### src/rtl/multicycle_control.sv
// Multicycle processor control FSM: sequences fetch/decode/execute/memory/writeback
// and drives every datapath control line, with programmable memory wait states.
module multicycle_control #(
  parameter int unsigned MEM_WAIT = 0,
  parameter logic [3:0]  ALU_ADD  = 4'b0000,
  parameter logic [3:0]  ALU_SUB  = 4'b0001
) (
  input  logic        clock,
  input  logic        reset,
  input  logic [15:0] inst,
  input  logic        zero,
  output logic        ir_write,
  output logic        pc_write,
  output logic [1:0]  pc_src,
  output logic        iord,
  output logic        mem_read,
  output logic        mem_write,
  output logic        reg_write,
  output logic        mem_to_reg,
  output logic        alu_src_a,
  output logic [1:0]  alu_src_b,
  output logic [3:0]  alu_op,
  output logic        illegal_op,
  output logic        halted,
  output logic [3:0]  state
);

  typedef enum logic [3:0] {
    S_INIT   = 4'd0,  S_FETCH = 4'd1,  S_DECODE = 4'd2,  S_EXR  = 4'd3,
    S_EXI    = 4'd4,  S_WB    = 4'd5,  S_ADDR   = 4'd6,  S_MRD  = 4'd7,
    S_MWB    = 4'd8,  S_MWR   = 4'd9,  S_BR     = 4'd10, S_JMP  = 4'd11,
    S_ILL    = 4'd12, S_HALT  = 4'd13
  } state_e;

  typedef struct packed {
    logic       ir_write;
    logic       pc_write;
    logic [1:0] pc_src;
    logic       iord;
    logic       mem_read;
    logic       mem_write;
    logic       reg_write;
    logic       mem_to_reg;
    logic       alu_src_a;
    logic [1:0] alu_src_b;
    logic [3:0] alu_op;
    logic       illegal_op;
    logic       halted;
  } ctrl_t;

  localparam logic [3:0] WAIT_LAST = 4'(MEM_WAIT);

  state_e     state_q, state_d;
  logic [3:0] cnt_q, cnt_d;
  ctrl_t      ctrl_q, ctrl_d;
  logic [3:0] opcode;
  logic       wait_done;
  logic       br_take;
  logic       unused_inst_bits;

  assign opcode           = inst[15:12];
  assign wait_done        = (cnt_q == WAIT_LAST);
  assign unused_inst_bits = ^inst[11:4];

  // Control word for a state; the fetch strobes fire only on the last wait cycle.
  function automatic ctrl_t decode(input state_e s, input logic [3:0] cnt,
                                   input logic [3:0] funct);
    ctrl_t c;
    c = '0;
    case (s)
      S_FETCH: begin
        c.mem_read  = 1'b1;
        c.ir_write  = (cnt == WAIT_LAST);
        c.pc_write  = (cnt == WAIT_LAST);
        c.alu_src_b = 2'b01;
        c.alu_op    = ALU_ADD;
      end
      S_DECODE: begin
        c.alu_src_b = 2'b11;
        c.alu_op    = ALU_ADD;
      end
      S_EXR: begin
        c.alu_src_a = 1'b1;
        c.alu_op    = funct;
      end
      S_EXI, S_ADDR: begin
        c.alu_src_a = 1'b1;
        c.alu_src_b = 2'b10;
        c.alu_op    = ALU_ADD;
      end
      S_WB:  c.reg_write = 1'b1;
      S_MRD: begin
        c.mem_read = 1'b1;
        c.iord     = 1'b1;
      end
      S_MWB: begin
        c.reg_write  = 1'b1;
        c.mem_to_reg = 1'b1;
      end
      S_MWR: begin
        c.mem_write = 1'b1;
        c.iord      = 1'b1;
      end
      S_BR: begin
        c.alu_src_a = 1'b1;
        c.alu_op    = ALU_SUB;
        c.pc_src    = 2'b01;
      end
      S_JMP: begin
        c.pc_write = 1'b1;
        c.pc_src   = 2'b10;
      end
      S_ILL:   c.illegal_op = 1'b1;
      S_HALT:  c.halted     = 1'b1;
      default: c = '0;
    endcase
    return c;
  endfunction

  // NOTE: every variable written here gets a default first, so no latch is inferred.
  always_comb begin
    state_d = S_FETCH;
    case (state_q)
      S_INIT:   state_d = S_FETCH;
      S_FETCH:  state_d = wait_done ? S_DECODE : S_FETCH;
      S_DECODE: begin
        case (opcode)
          4'b0000:          state_d = S_EXR;
          4'b0001:          state_d = S_EXI;
          4'b0010, 4'b0011: state_d = S_ADDR;
          4'b0100, 4'b0101: state_d = S_BR;
          4'b0110:          state_d = S_JMP;
          4'b1111:          state_d = S_HALT;
          default:          state_d = S_ILL;
        endcase
      end
      S_EXR, S_EXI: state_d = S_WB;
      S_ADDR:       state_d = opcode[0] ? S_MWR : S_MRD;
      S_MRD:        state_d = wait_done ? S_MWB : S_MRD;
      S_MWR:        state_d = wait_done ? S_FETCH : S_MWR;
      S_HALT:       state_d = S_HALT;
      default:      state_d = S_FETCH;
    endcase

    cnt_d = '0;
    if (state_d == state_q &&
        (state_q == S_FETCH || state_q == S_MRD || state_q == S_MWR)) begin
      cnt_d = cnt_q + 4'd1;
    end

    ctrl_d = decode(state_d, cnt_d, inst[3:0]);
  end

  // NOTE: sequential state uses non-blocking assignments only.
  always_ff @(posedge clock or posedge reset) begin
    if (reset) begin
      state_q <= S_INIT;
      cnt_q   <= '0;
      ctrl_q  <= '0;
    end else begin
      state_q <= state_d;
      cnt_q   <= cnt_d;
      ctrl_q  <= ctrl_d;
    end
  end

  // Branch decision is the one Mealy term: beq writes on zero, bne (inst[12]=1) on ~zero.
  assign br_take = (state_q == S_BR) & (zero ^ inst[12]);

  assign ir_write   = ctrl_q.ir_write;
  assign pc_write   = ctrl_q.pc_write | br_take;
  assign pc_src     = ctrl_q.pc_src;
  assign iord       = ctrl_q.iord;
  assign mem_read   = ctrl_q.mem_read;
  assign mem_write  = ctrl_q.mem_write;
  assign reg_write  = ctrl_q.reg_write;
  assign mem_to_reg = ctrl_q.mem_to_reg;
  assign alu_src_a  = ctrl_q.alu_src_a;
  assign alu_src_b  = ctrl_q.alu_src_b;
  assign alu_op     = ctrl_q.alu_op;
  assign illegal_op = ctrl_q.illegal_op;
  assign halted     = ctrl_q.halted;
  assign state      = state_q;

endmodule

### config.mk
export PLATFORM = sky130hd
export DESIGN_NAME = multicycle_control
export DESIGN_NICKNAME = d
export VERILOG_FILES = /design/src/rtl/multicycle_control.sv
export SDC_FILE = /design/constraint.sdc
export NUM_CORES = 1
export LEC_CHECK = 0
export BUFFER_PORTS_ARGS = -buffer_cell sky130_fd_sc_hd__buf_2
export CORE_ASPECT_RATIO = 1.75
export CORE_MARGIN = 2
export CORE_UTILIZATION = 45
export DETAILED_ROUTE_END_ITERATION = 16
export GPL_TIMING_DRIVEN = 0
export PLACE_DENSITY = 0.68
export SETUP_SLACK_MARGIN = 0.02
export SLEW_MARGIN = 20
export SYNTH_ARGS = -nofsm -noshare
export SYNTH_HDL_FRONTEND = slang
export SYNTH_SLANG_ARGS = --single-unit
### constraint.sdc
create_clock -name clock -period 3.3 [get_ports clock]
set_clock_uncertainty 0.15 [all_clocks]
set_input_delay 0.99 -clock clock [delete_from_list [all_inputs] [get_ports clock]]
set_output_delay 0.99 -clock clock [all_outputs]
set_load 0.005 [all_outputs]
* Yosys cells after proc, flatten, opt, wreduce, memory -nomap -nowiden
Memories as Yosys holds them, arrays and structs flattened.
Cells that the tools add are included.
** Operators by class
- $add $sub $neg :: 1
- Equality and inequality tests :: 23
- Bitwise operators :: 3
- Multiplexer cells :: 19
- Reductions and logical operators :: 11
** Operator list (number)
- equality test 4 bit (second input constant) :: 9
- equality test 4 x 3 -> 1 bit (second input constant) :: 7
- case mux 4 bit (7 select lines) :: 1
- equality test 4 x 2 -> 1 bit (second input constant) :: 4
- 2-to-1 mux 4 bit :: 4
- OR reduction 2 bit :: 5
- 2-to-1 mux 1 bit :: 9
- equality test 4 x 1 -> 1 bit (second input constant) :: 2
- logical NOT 4 bit :: 2
- case mux 4 bit (2 select lines) :: 1
- case mux 2 bit (3 select lines) :: 1
- adder 4 x 1 -> 4 bit (second input constant) :: 1
- equality test 4 bit :: 1
- case mux 2 bit (2 select lines) :: 1
- OR reduction 4 bit :: 1
- logical OR 1 bit :: 2
- 2-to-1 mux 2 bit :: 1
- case mux 1 bit (2 select lines) :: 1
- bitwise AND 1 bit :: 1
- logical AND 1 bit :: 1
- OR 1 bit :: 1
- XOR 1 bit :: 1
** Word-level totals
- Flip-flop bits (word level) :: 26
- Memories :: 1
- Bits of input ports :: 19
- ROM bits :: 64
** Memory list
- (name not given) :: depth 16, bits a word 4, read ports 1, clocked after Yosys merged registers in 0, write ports 0, RTL line 127 : case (opcode)

* Longest topological paths before layout
Gate-level depths: netlist of the first run.
- Word-level depth :: 8
- Gate-level depth with buffers :: 9
- Mapped depth without buffers :: 8

* Worst setup path after synthesis of the first run
Ideal clock, no wire load.
- Path kind :: input -> output
- From :: input inst[12]
- To :: output pc_write
- Path slack :: 320 ps
- Data arrival time :: 1840 ps
- Stages :: 4
- Cells stage by stage :: clkbuf_1 > xor2_1 > nand2_1 > o41ai_1
** On the way
- Cells in the longest elaborated chain, start to end :: 3
** Ends and longest elaborated chain
- from (decl) :: RTL line 10 : input logic [15:0] inst,
- XOR 1 bit :: RTL line 168 : assign br_take = (state_q == S_BR) & (zero ^ inst[12]);
- bitwise AND 1 bit :: RTL line 168
- OR 1 bit :: RTL line 171 : assign pc_write = ctrl_q.pc_write | br_take;
- to (decl) :: RTL line 13 : output logic pc_write,
No other way between the ends.

* Worst setup path in the final report of the first run
Ends and elaborated chain as after synthesis.

==> impl_metrics.csv, run 1 <==
group,metric,value,unit
final_layout,most_common_cell_after_layout_fill_and_taps_aside,"sky130_fd_sc_hd__buf_2",
yosys,postSynth.topFlopCell,"sky130_fd_sc_hd__dfrtp_1",
critical_path,timing.critical_path.from_type,"input pin",
clocking,clock_insertion_delay_worst_skew,0.27,ns
yosys,ys_seq_area_frac,0.448,
worst_hold_path,min_delay_worst_type,"reg -> reg",
final_layout,antenna_cells,0,
timing,finalSetupViolCount,0,
clocking,tritoncts.num_buffers,3,
yosys,async_flop_share,1.00,
power_and_ir_drop,power_density,902,mW/mm^2
timing,drv_slew,0,
critical_path,worstPathArrival,1.84,ns
routing,route.detailed.vias_per_inst,5.25,
routing,drt_pass1_iterations,4,
clocking,cts.root.buffer_cell,"sky130_fd_sc_hd__clkbuf_8",
yosys,synth.cell_area,0.00145,mm^2
floorplanning,die_width,46.9,um
clocking,cts_max_level,1,
yosys,synth_largest_type_area_fraction,0.448,
clocking,hold_buffers_post_cts,0,
global_route,grt_first_pass_wirelength,5020,um
power_and_ir_drop,power.ir.vdd_worst,431,uV
yosys,synthDominantAreaCellType,"sky130_fd_sc_hd__dfrtp_1",
floorplanning,floorplan.io_pins,41,
timing,finalHoldViolCount,0,
timing,fin_crit,2.98,ns
floorplanning,core,0.00311,mm^2
yosys,ys_types,51,
timing,layout_worst_path_cycle_share,0.903,
power_and_ir_drop,power.static_leakage,0.845,nW
timing,max-slew-margin-rel,0.400,
routing,antenna_violating_nets_post_route,0,
global_route,largest_net_degree_at_the_start_of_global_routing,27,
floorplanning,floorplan.die_area,0.00371,mm^2
floorplanning,floorplan.die.height,79.1,um
global_route,grt_remaining_overflow,0,
placement,place.detailed.hpwl,2190,um
placement,buffer_ports.inserted,31,
clocking,cts.path.max_buffers,2,
clocking,numClockSinks,26,
routing,routed_wl,2900,um
yosys,synth_enable_flop_cells,0,
clocking,tritoncts,"yes",
clocking,cts.reportedPaths.clkPinSlew,0.08,ns
critical_path,worst_setup_path_end_kind,"output port",
final_layout,number_of_nets_in_the_finished_design,193,
final_layout,postLayoutCoreUtil,0.552,
timing,fin_tns_setup,0,ns
yosys,synth.ff_latch_count,26,
final_layout,drive_gt1_frac,0.363,
timing,rsz0062_at_grt,"false",
final_layout,layout.cells.most_common_list,"32 x sky130_fd_sc_hd__buf_2, 26 x sky130_fd_sc_hd__dfrtp_1, 11 x sky130_fd_sc_hd__nor2_1, 8 x sky130_fd_sc_hd__inv_1, 8 x sky130_fd_sc_hd__buf_4",
global_route,track_usage,0.183,
critical_path,r2r_setup_slack,0.79,ns
placement,post-place-cells,210,
final_layout,area_growth_syn_to_layout,18.3,%
yosys,synthesis.yosys.warnings,0,
timing,tightest_slew,0.894,ns
final_layout,finish.cell_count_without_fillers,214,
timing,fmaxAchievable,336,MHz
critical_path,critical_path.max_fanout,10,
floorplanning,std_cell_rows,27,
yosys,top_cells_by_area_in_the_synthesized_netlist,"sky130_fd_sc_hd__dfrtp_1 45%, sky130_fd_sc_hd__buf_4 4.1%, sky130_fd_sc_hd__nor2_1 2.8%",
routing,route.detailed.wl_per_inst,13.5,um
routing,drtIter0Drc,35,
global_route,number_of_antenna_violations_at_the_first_check_in_global_routing,0,
flow_run,maxCapViolations,0,
yosys,postSynthAreaPerCell,10.7,um^2
placement,finalWeightedCongestion,0.900,
routing,drt_drc_violations_left,0,
routing,num_vias,1124,
global_route,number_of_global_route_vias_before_repair,1084,
yosys,netlist_instances,136,
critical_path,worstSetupPathType,"in -> out",
floorplanning,start_util,0.467,
critical_path,cp_data_required_time,2.16,ns
status,run_status,"completed",
yosys,mappedNetlistNets,157,
==> path summary, 6_finish.rpt <==
kind	start	endpoint	cells past startpoint
hold / removal	cnt_q[0]	cnt_q[0]	1
max in group asynchronous	reset	halted	2
setup / recovery	inst[12]	pc_write	5
hold reg to reg	cnt_q[0]	cnt_q[0]	1
setup reg to reg	cnt_q[0]	ctrl_q[16]	7
min in group asynchronous	reset	cnt_q[3]	2
==> synthesized netlist by cell type (all sizes together) (2+ instances only) <==
| library cell | n |
|---|---|
| and2 | 3 |
| o31ai | 2 |
| ha | 2 |
| or2 | 2 |
| nand4b | 2 |
| xor2 | 3 |
| nand3 | 6 |
| nor4 | 2 |
| o22a | 2 |
| a21o | 2 |
| clkbuf | 4 |
| dfrtp | 26 |
| a211oi | 5 |
| and3b | 3 |
| nor2b | 3 |
| nor2 | 11 |
| a31oi | 3 |
| o21bai | 2 |
| buf | 10 |
| inv | 10 |
| o22ai | 2 |
| nand4 | 2 |
| nor3b | 3 |
| xnor2 | 4 |
| nand2 | 4 |
==> critical path: stages <==
cell                       delay, ns
sky130_fd_sc_hd__clkbuf_2       0.22
sky130_fd_sc_hd__xor2_1         0.16
sky130_fd_sc_hd__nand2_1        0.06
sky130_fd_sc_hd__o41ai_1        0.24
sky130_fd_sc_hd__buf_2          0.16
==> per-layer routing <==
layer | global-route usage | part of all wire
met4 | 0.0806 | 0.020
met5 | 0 | 0
met1 | 0.222 | 0.40
met3 | 0.0159 | 0.041
met2 | 0.311 | 0.54
==> layout make-up <==
class                      instances  area [um^2]
clock buffer                       4         55.1
sequential                        26          651
multi-input combinational         86          672
tap                               43         53.8
inverter                          10         37.5
buffer                            14         92.6
fill                             285         1390
timing repair buffer              31          155
==> logic make-up after synthesis <==
| family | Yosys count | synth area share |
|---|---|---|
| AOI/OAI and AO/OA | 30 | 0.192 |
| xor gates and xnor gates | 7 | 0.0422 |
| adders and majority gates | 2 | 0.0172 |
| buffers and inverters | 24 | 0.0888 |
| DFF | 26 | 0.448 |
| and+or+nand+nor | 47 | 0.211 |
==> power breakdown <==
group | internal, W | switching [W] | total, W
Clock | 0.000107 | 0.0000950 | 0.000202
Sequential | 0.000420 | 0.0000535 | 0.000473
Combinational | 0.000377 | 0.000495 | 0.000873
Total | 0.000904 | 0.000644 | 0.00155
==> repair_timing <==
action                     4_1_cts  5_1_grt
resized for setup                0        2
setup endpoints to repair        0        1
buffers inserted                 0        0
==> metrics by stage <==
stage               setup WS (ns)  hold slack (ns)  area (um^2)  total power [W]
floorplan                   0.320            0.303         1450          0.00112
global placement            0.170            0.325         1660          0.00133
detailed placement          0.131            0.345         1660          0.00134
CTS                         0.123            0.363         1720          0.00155
global route                0.179            0.379         1720          0.00168
finish                      0.320            0.361         1720          0.00155
(Power assumes the default switching activity.)
==> inputs of run 2 (changes only) <==
--- a/config.mk
+++ b/config.mk
@@ -6,7 +6,7 @@
 export NUM_CORES = 1
 export LEC_CHECK = 0
 export BUFFER_PORTS_ARGS = -buffer_cell sky130_fd_sc_hd__buf_2
-export CORE_ASPECT_RATIO = 1.75
+export CORE_ASPECT_RATIO = 0.9
 export CORE_MARGIN = 2
 export CORE_UTILIZATION = 45
 export DETAILED_ROUTE_END_ITERATION = 16
==> impl_metrics.csv, run 2 (synthesis results as in run 1) <==
group,metric,value,unit
routing,drt_drc_violations_left,0,
clocking,post-cts-setup-buffer-count,0,
flow_run,maxCapViolations,0,
critical_path,worst_setup_path_end_kind,"output port",
floorplanning,start_util,0.473,
floorplanning,die_width,63.9,um
critical_path,timing.critical_path.from_type,"input pin",
global_route,grt_remaining_overflow,0,
power_and_ir_drop,power_density,882,mW/mm^2
final_layout,drive_gt1_frac,0.363,
routing,route.detailed.vias_per_inst,5.30,
power_and_ir_drop,power.ir.vdd_worst,368,uV
global_route,number_of_antenna_violations_at_the_first_check_in_global_routing,0,
clocking,cts_max_level,1,
worst_hold_path,min_delay_worst_type,"reg -> reg",
clocking,post_cts.resized_instances,0,
routing,drtIter0Drc,35,
clocking,numClockSinks,26,
global_route,gr-usage-met1,0.214,
critical_path,cp_data_required_time,2.16,ns
timing,finalSetupViolCount,0,
clocking,tritoncts.num_buffers,3,
routing,antenna_violating_nets_post_route,0,
final_layout,number_of_nets_in_the_finished_design,193,
routing,routed_wl,2810,um
timing,fmaxAchievable,330,MHz
placement,finalWeightedCongestion,0.840,
timing,tightest_slew,0.902,ns
global_route,use_met2,0.265,
global_route,grt_first_pass_wirelength,4670,um
timing,finalHoldViolCount,0,
clocking,hold_buffers_post_cts,0,
global_route,track_usage,0.161,
final_layout,layout.cells.most_common_list,"32 x sky130_fd_sc_hd__buf_2, 26 x sky130_fd_sc_hd__dfrtp_1, 11 x sky130_fd_sc_hd__nor2_1, 9 x sky130_fd_sc_hd__inv_1, 8 x sky130_fd_sc_hd__buf_4",
power_and_ir_drop,total_power,0.00150,W
timing,rsz0062_at_grt,"false",
timing,fin_crit,3.03,ns
timing,layout_worst_path_cycle_share,0.917,
placement,buffer_ports.inserted,31,
floorplanning,floorplan.die_area,0.00370,mm^2
final_layout,most_common_cell_after_layout_fill_and_taps_aside,"sky130_fd_sc_hd__buf_2",
placement,place.detailed.hpwl,2170,um
routing,route.detailed.wl_per_inst,13.2,um
floorplanning,std_cell_rows,19,
clocking,clock_insertion_delay_worst_skew,0.31,ns
global_route,largest_net_degree_at_the_start_of_global_routing,27,
status,run_status,"completed",
critical_path,worstSetupPathType,"in -> out",
floorplanning,floorplan.die.height,57.9,um
clocking,cts.reportedPaths.clkPinSlew,0.12,ns
final_layout,area_growth_syn_to_layout,16.9,%
power_and_ir_drop,power.static_leakage,0.841,nW
timing,drv_slew,0,
routing,num_vias,1129,
clocking,tritoncts,"yes",
final_layout,antenna_cells,0,
routing,drt_pass1_iterations,4,
critical_path,critical_path.max_fanout,10,
floorplanning,core,0.00307,mm^2
clocking,cts.root.buffer_cell,"sky130_fd_sc_hd__clkbuf_4",
clocking,cts.path.max_buffers,2,
global_route,number_of_global_route_vias_before_repair,1028,
floorplanning,floorplan.io_pins,41,
global_route,grt_busiest_layer,"met2",
timing,final.hold.worst_slack,0.350,ns
global_route,gr-usage-met3,0.0388,
timing,fin_tns_setup,0,ns
timing,max-slew-margin-rel,0.398,
critical_path,worstPathArrival,1.89,ns
==> run 2: cell types whose count changed in the layout (fill, tap and decap cells not counted) <==
cell,before,now
sky130_fd_sc_hd__clkbuf_4,0,3
sky130_fd_sc_hd__clkbuf_8,4,1
sky130_fd_sc_hd__inv_1,8,9
sky130_fd_sc_hd__clkinv_1,1,0
==> run 2: where the power goes <==
part / leakage (nW) / switching, W / internal (W)
sequential: 0.346 / 0.0000559 / 0.000419
clock: 0.0210 / 0.0000834 / 0.0000674
combinational: 0.474 / 0.000494 / 0.000377
total: 0.841 / 0.000633 / 0.000864
==> run 2: worst max-delay path, stage by stage <==
cell and delay, ns:
sky130_fd_sc_hd__clkbuf_2 0.22, sky130_fd_sc_hd__xor2_1 0.17, sky130_fd_sc_hd__nand2_1 0.07, sky130_fd_sc_hd__o41ai_1 0.26, sky130_fd_sc_hd__buf_2 0.18
==> run 2: final cells by class <==
| cell class | count | area, um^2 |
|---|---|---|
| fill | 288 | 1370 |
| multi-input combinational | 86 | 672 |
| sequential | 26 | 651 |
| timing repair buffer | 31 | 155 |
| buffer | 14 | 92.6 |
| tap | 42 | 52.6 |
| inverter | 10 | 37.5 |
| clock buffer | 4 | 36.3 |
==> run 2: worst paths after layout <==
path / start / end / slack, ns / cells after the start
min in group asynchronous: reset / alu_op[2] / 0.70 / 2
setup reg to reg: cnt_q[0] / ctrl_q[16] / 0.80 / 7
setup / recovery: inst[12] / pc_write / 0.27 / 5
max in group asynchronous: reset / state[1] / 1.75 / 2
hold reg to reg: cnt_q[0] / cnt_q[0] / 0.35 / 1
hold / removal: cnt_q[0] / cnt_q[0] / 0.35 / 1
==> run 2: routing by layer <==
metal  wire length (um)  up-vias
li1                   -      554
met1               1260      534
met2               1370       37
met3                155        4
met4                 25        0
met5                  0        -
==> run 2: per-stage QoR <==
| stage | setup WS, ns | util | std cells | area, um^2 |
|---|---|---|---|---|
| 3_5_place_dp | 0.114 | 0.541 | 209 | 1660 |
| 3_3_place_gp | 0.109 | 0.541 | 209 | 1660 |
| 2_1_floorplan | 0.320 | - | 136 | 1450 |
| 4_1_cts | 0.0922 | 0.553 | 213 | 1700 |
| 5_1_grt | 0.146 | 0.553 | 213 | 1700 |
| 6_report | 0.273 | 0.553 | 213 | 1700 |
==> inputs of run 3 (changes only) <==
--- a/config.mk
+++ b/config.mk
@@ -8,10 +8,10 @@
 export BUFFER_PORTS_ARGS = -buffer_cell sky130_fd_sc_hd__buf_2
 export CORE_ASPECT_RATIO = 0.9
 export CORE_MARGIN = 2
-export CORE_UTILIZATION = 45
+export CORE_UTILIZATION = 55
 export DETAILED_ROUTE_END_ITERATION = 16
 export GPL_TIMING_DRIVEN = 0
-export PLACE_DENSITY = 0.68
+export PLACE_DENSITY = 0.81
 export SETUP_SLACK_MARGIN = 0.02
 export SLEW_MARGIN = 20
 export SYNTH_ARGS = -nofsm -noshare
==> impl_metrics.csv, run 3 (synthesis results as in run 1) <==
group,metric,value,unit
final_layout,layout.cells.most_common_list,"32 x sky130_fd_sc_hd__buf_2, 26 x sky130_fd_sc_hd__dfrtp_1, 11 x sky130_fd_sc_hd__nor2_1, 8 x sky130_fd_sc_hd__inv_1, 8 x sky130_fd_sc_hd__buf_4",
timing,rsz0062_at_grt,"false",
worst_hold_path,min_delay_worst_type,"reg -> reg",
clocking,cts.reportedPaths.clkPinSlew,0.11,ns
global_route,grt_first_pass_wirelength,4970,um
critical_path,path_delay_family,"buffers and inverters",
routing,route.detailed.vias_per_inst,5.73,
placement,place.detailed.hpwl,2310,um
routing,antenna_violating_nets_post_route,0,
critical_path,worst-path-stages,5,
floorplanning,start_util,0.583,
power_and_ir_drop,power_density,885,mW/mm^2
flow_run,maxCapViolations,0,
timing,finalHoldViolCount,0,
placement,finalWeightedCongestion,0.863,
clocking,tritoncts.num_buffers,3,
timing,drv_slew,0,
floorplanning,std_cell_rows,17,
timing,fin_crit,2.98,ns
clocking,cts.root.buffer_cell,"sky130_fd_sc_hd__clkbuf_4",
routing,num_vias,1134,
floorplanning,floorplan.die_area,0.00307,mm^2
global_route,grt_remaining_overflow,0,
clocking,clock_insertion_delay_worst_skew,0.31,ns
timing,tightest_slew,0.878,ns
clocking,cts.path.max_buffers,2,
critical_path,worstPathArrival,1.84,ns
critical_path,critical_path.cell_chain,"clkbuf_2, xor2_1, nand2_1, o41ai_1, buf_2",
final_layout,area_growth_syn_to_layout,14.7,%
global_route,track_usage,0.221,
global_route,number_of_global_route_vias_before_repair,1047,
routing,drt_drc_violations_left,0,
timing,fin_tns_setup,0,ns
critical_path,largest_stage_delay_on_the_critical_path,0.24,ns
clocking,cts_max_level,1,
critical_path,worstSetupPathType,"in -> out",
clocking,tritoncts,"yes",
final_layout,most_common_cell_after_layout_fill_and_taps_aside,"sky130_fd_sc_hd__buf_2",
power_and_ir_drop,power.ir.vdd_worst,545,uV
critical_path,timing.critical_path.from_type,"input pin",
timing,layout_worst_path_cycle_share,0.904,
routing,drtIter0Drc,19,
clocking,numClockSinks,26,
placement,buffer_ports.inserted,31,
timing,finalSetupViolCount,0,
worst_hold_path,hold-path-cell-count,1,
routing,routed_wl,2960,um
status,run_status,"completed",
timing,max-slew-margin-rel,0.411,
routing,route.detailed.wl_per_inst,14.9,um
floorplanning,core,0.00249,mm^2
floorplanning,die_width,58.2,um
critical_path,critPathBufInv,2,
final_layout,antenna_cells,0,
routing,drt_pass1_iterations,4,
timing,fmaxAchievable,335,MHz
critical_path,slowest_library_cell_on_the_worst_path,"sky130_fd_sc_hd__o41ai_1",
floorplanning,floorplan.io_pins,41,
timing,layout_setup_ws,0.317,ns
critical_path,r2r_cells,7,
critical_path,cp_data_required_time,2.16,ns
power_and_ir_drop,power.static_leakage,0.830,nW
clocking,hold_buffers_post_cts,0,
floorplanning,floorplan.die.height,52.7,um
final_layout,drive_gt1_frac,0.359,
global_route,largest_net_degree_at_the_start_of_global_routing,27,
placement,preCtsSetupSlack,0.139,ns
critical_path,worst_setup_path_end_kind,"output port",
critical_path,critical_path.max_fanout,10,
global_route,number_of_antenna_violations_at_the_first_check_in_global_routing,0,
final_layout,number_of_nets_in_the_finished_design,193,
-- run 3: where the power goes --
group | switching (W) | internal [W] | leakage, nW
sequential | 0.0000549 | 0.000420 | 0.346
combinational | 0.000498 | 0.000377 | 0.470
clock | 0.0000815 | 0.0000427 | 0.0138
total | 0.000634 | 0.000839 | 0.830
-- run 3: repair_timing --
item / CTS / global route
resized for setup: 0 / 2
buffers inserted: 0 / 0
endpoints found under the setup margin: 0 / 1
-- run 3: per-layer routing --
metal | up-vias | GRT usage | wire, um
met4 | 0 | 0.0465 | 25
met5 | - | 0 | 0
met2 | 37 | 0.360 | 1460
met3 | 5 | 0.0494 | 135
met1 | 543 | 0.301 | 1330
li1 | 549 | - | -
-- run 3: worst reg2reg max path: cells and delay by family (launching register included) --
kind	cells	cell delay, ns
flip-flops	1	0.44
adder cells (fa/ha/maj)	1	0.15
AO/OA/AOI/OAI	2	0.39
AND/OR/NAND/NOR	3	1.27
buffers and inverters	1	0.09
-- run 3: worst paths after layout --
path / slack (ns) / end / start
max reg2reg: 0.75 / ctrl_q[16] / cnt_q[0]
min reg2reg: 0.37 / cnt_q[0] / cnt_q[0]
min in group asynchronous: 0.58 / alu_src_a / reset
max in group asynchronous: 2.01 / alu_op[0] / reset
max: 0.32 / pc_write / inst[12]
min: 0.37 / cnt_q[0] / cnt_q[0]
-- run 3: layout make-up --
type / count / area (um^2)
Fill cell: 199 / 823
Multi-Input combinational cell: 86 / 672
Sequential cell: 26 / 651
Timing Repair Buffer: 31 / 155
Buffer: 14 / 92.6
Inverter: 10 / 37.5
Tap cell: 28 / 35.0
Clock buffer: 3 / 22.5
-- run 3: through the flow --
| step | power (W) | utilization | hold WS [ns] | instances | cell area (um^2) |
|---|---|---|---|---|---|
| after detailed placement | 0.00136 | 0.660 | 0.350 | 195 | 1640 |
| after CTS | 0.00149 | 0.669 | 0.367 | 198 | 1660 |
| after floorplan | 0.00112 | - | 0.303 | 136 | 1450 |
| after global routing | 0.00160 | 0.669 | 0.397 | 198 | 1670 |
| after global placement | 0.00134 | 0.660 | 0.328 | 195 | 1640 |
| final | 0.00147 | 0.669 | 0.366 | 198 | 1670 |
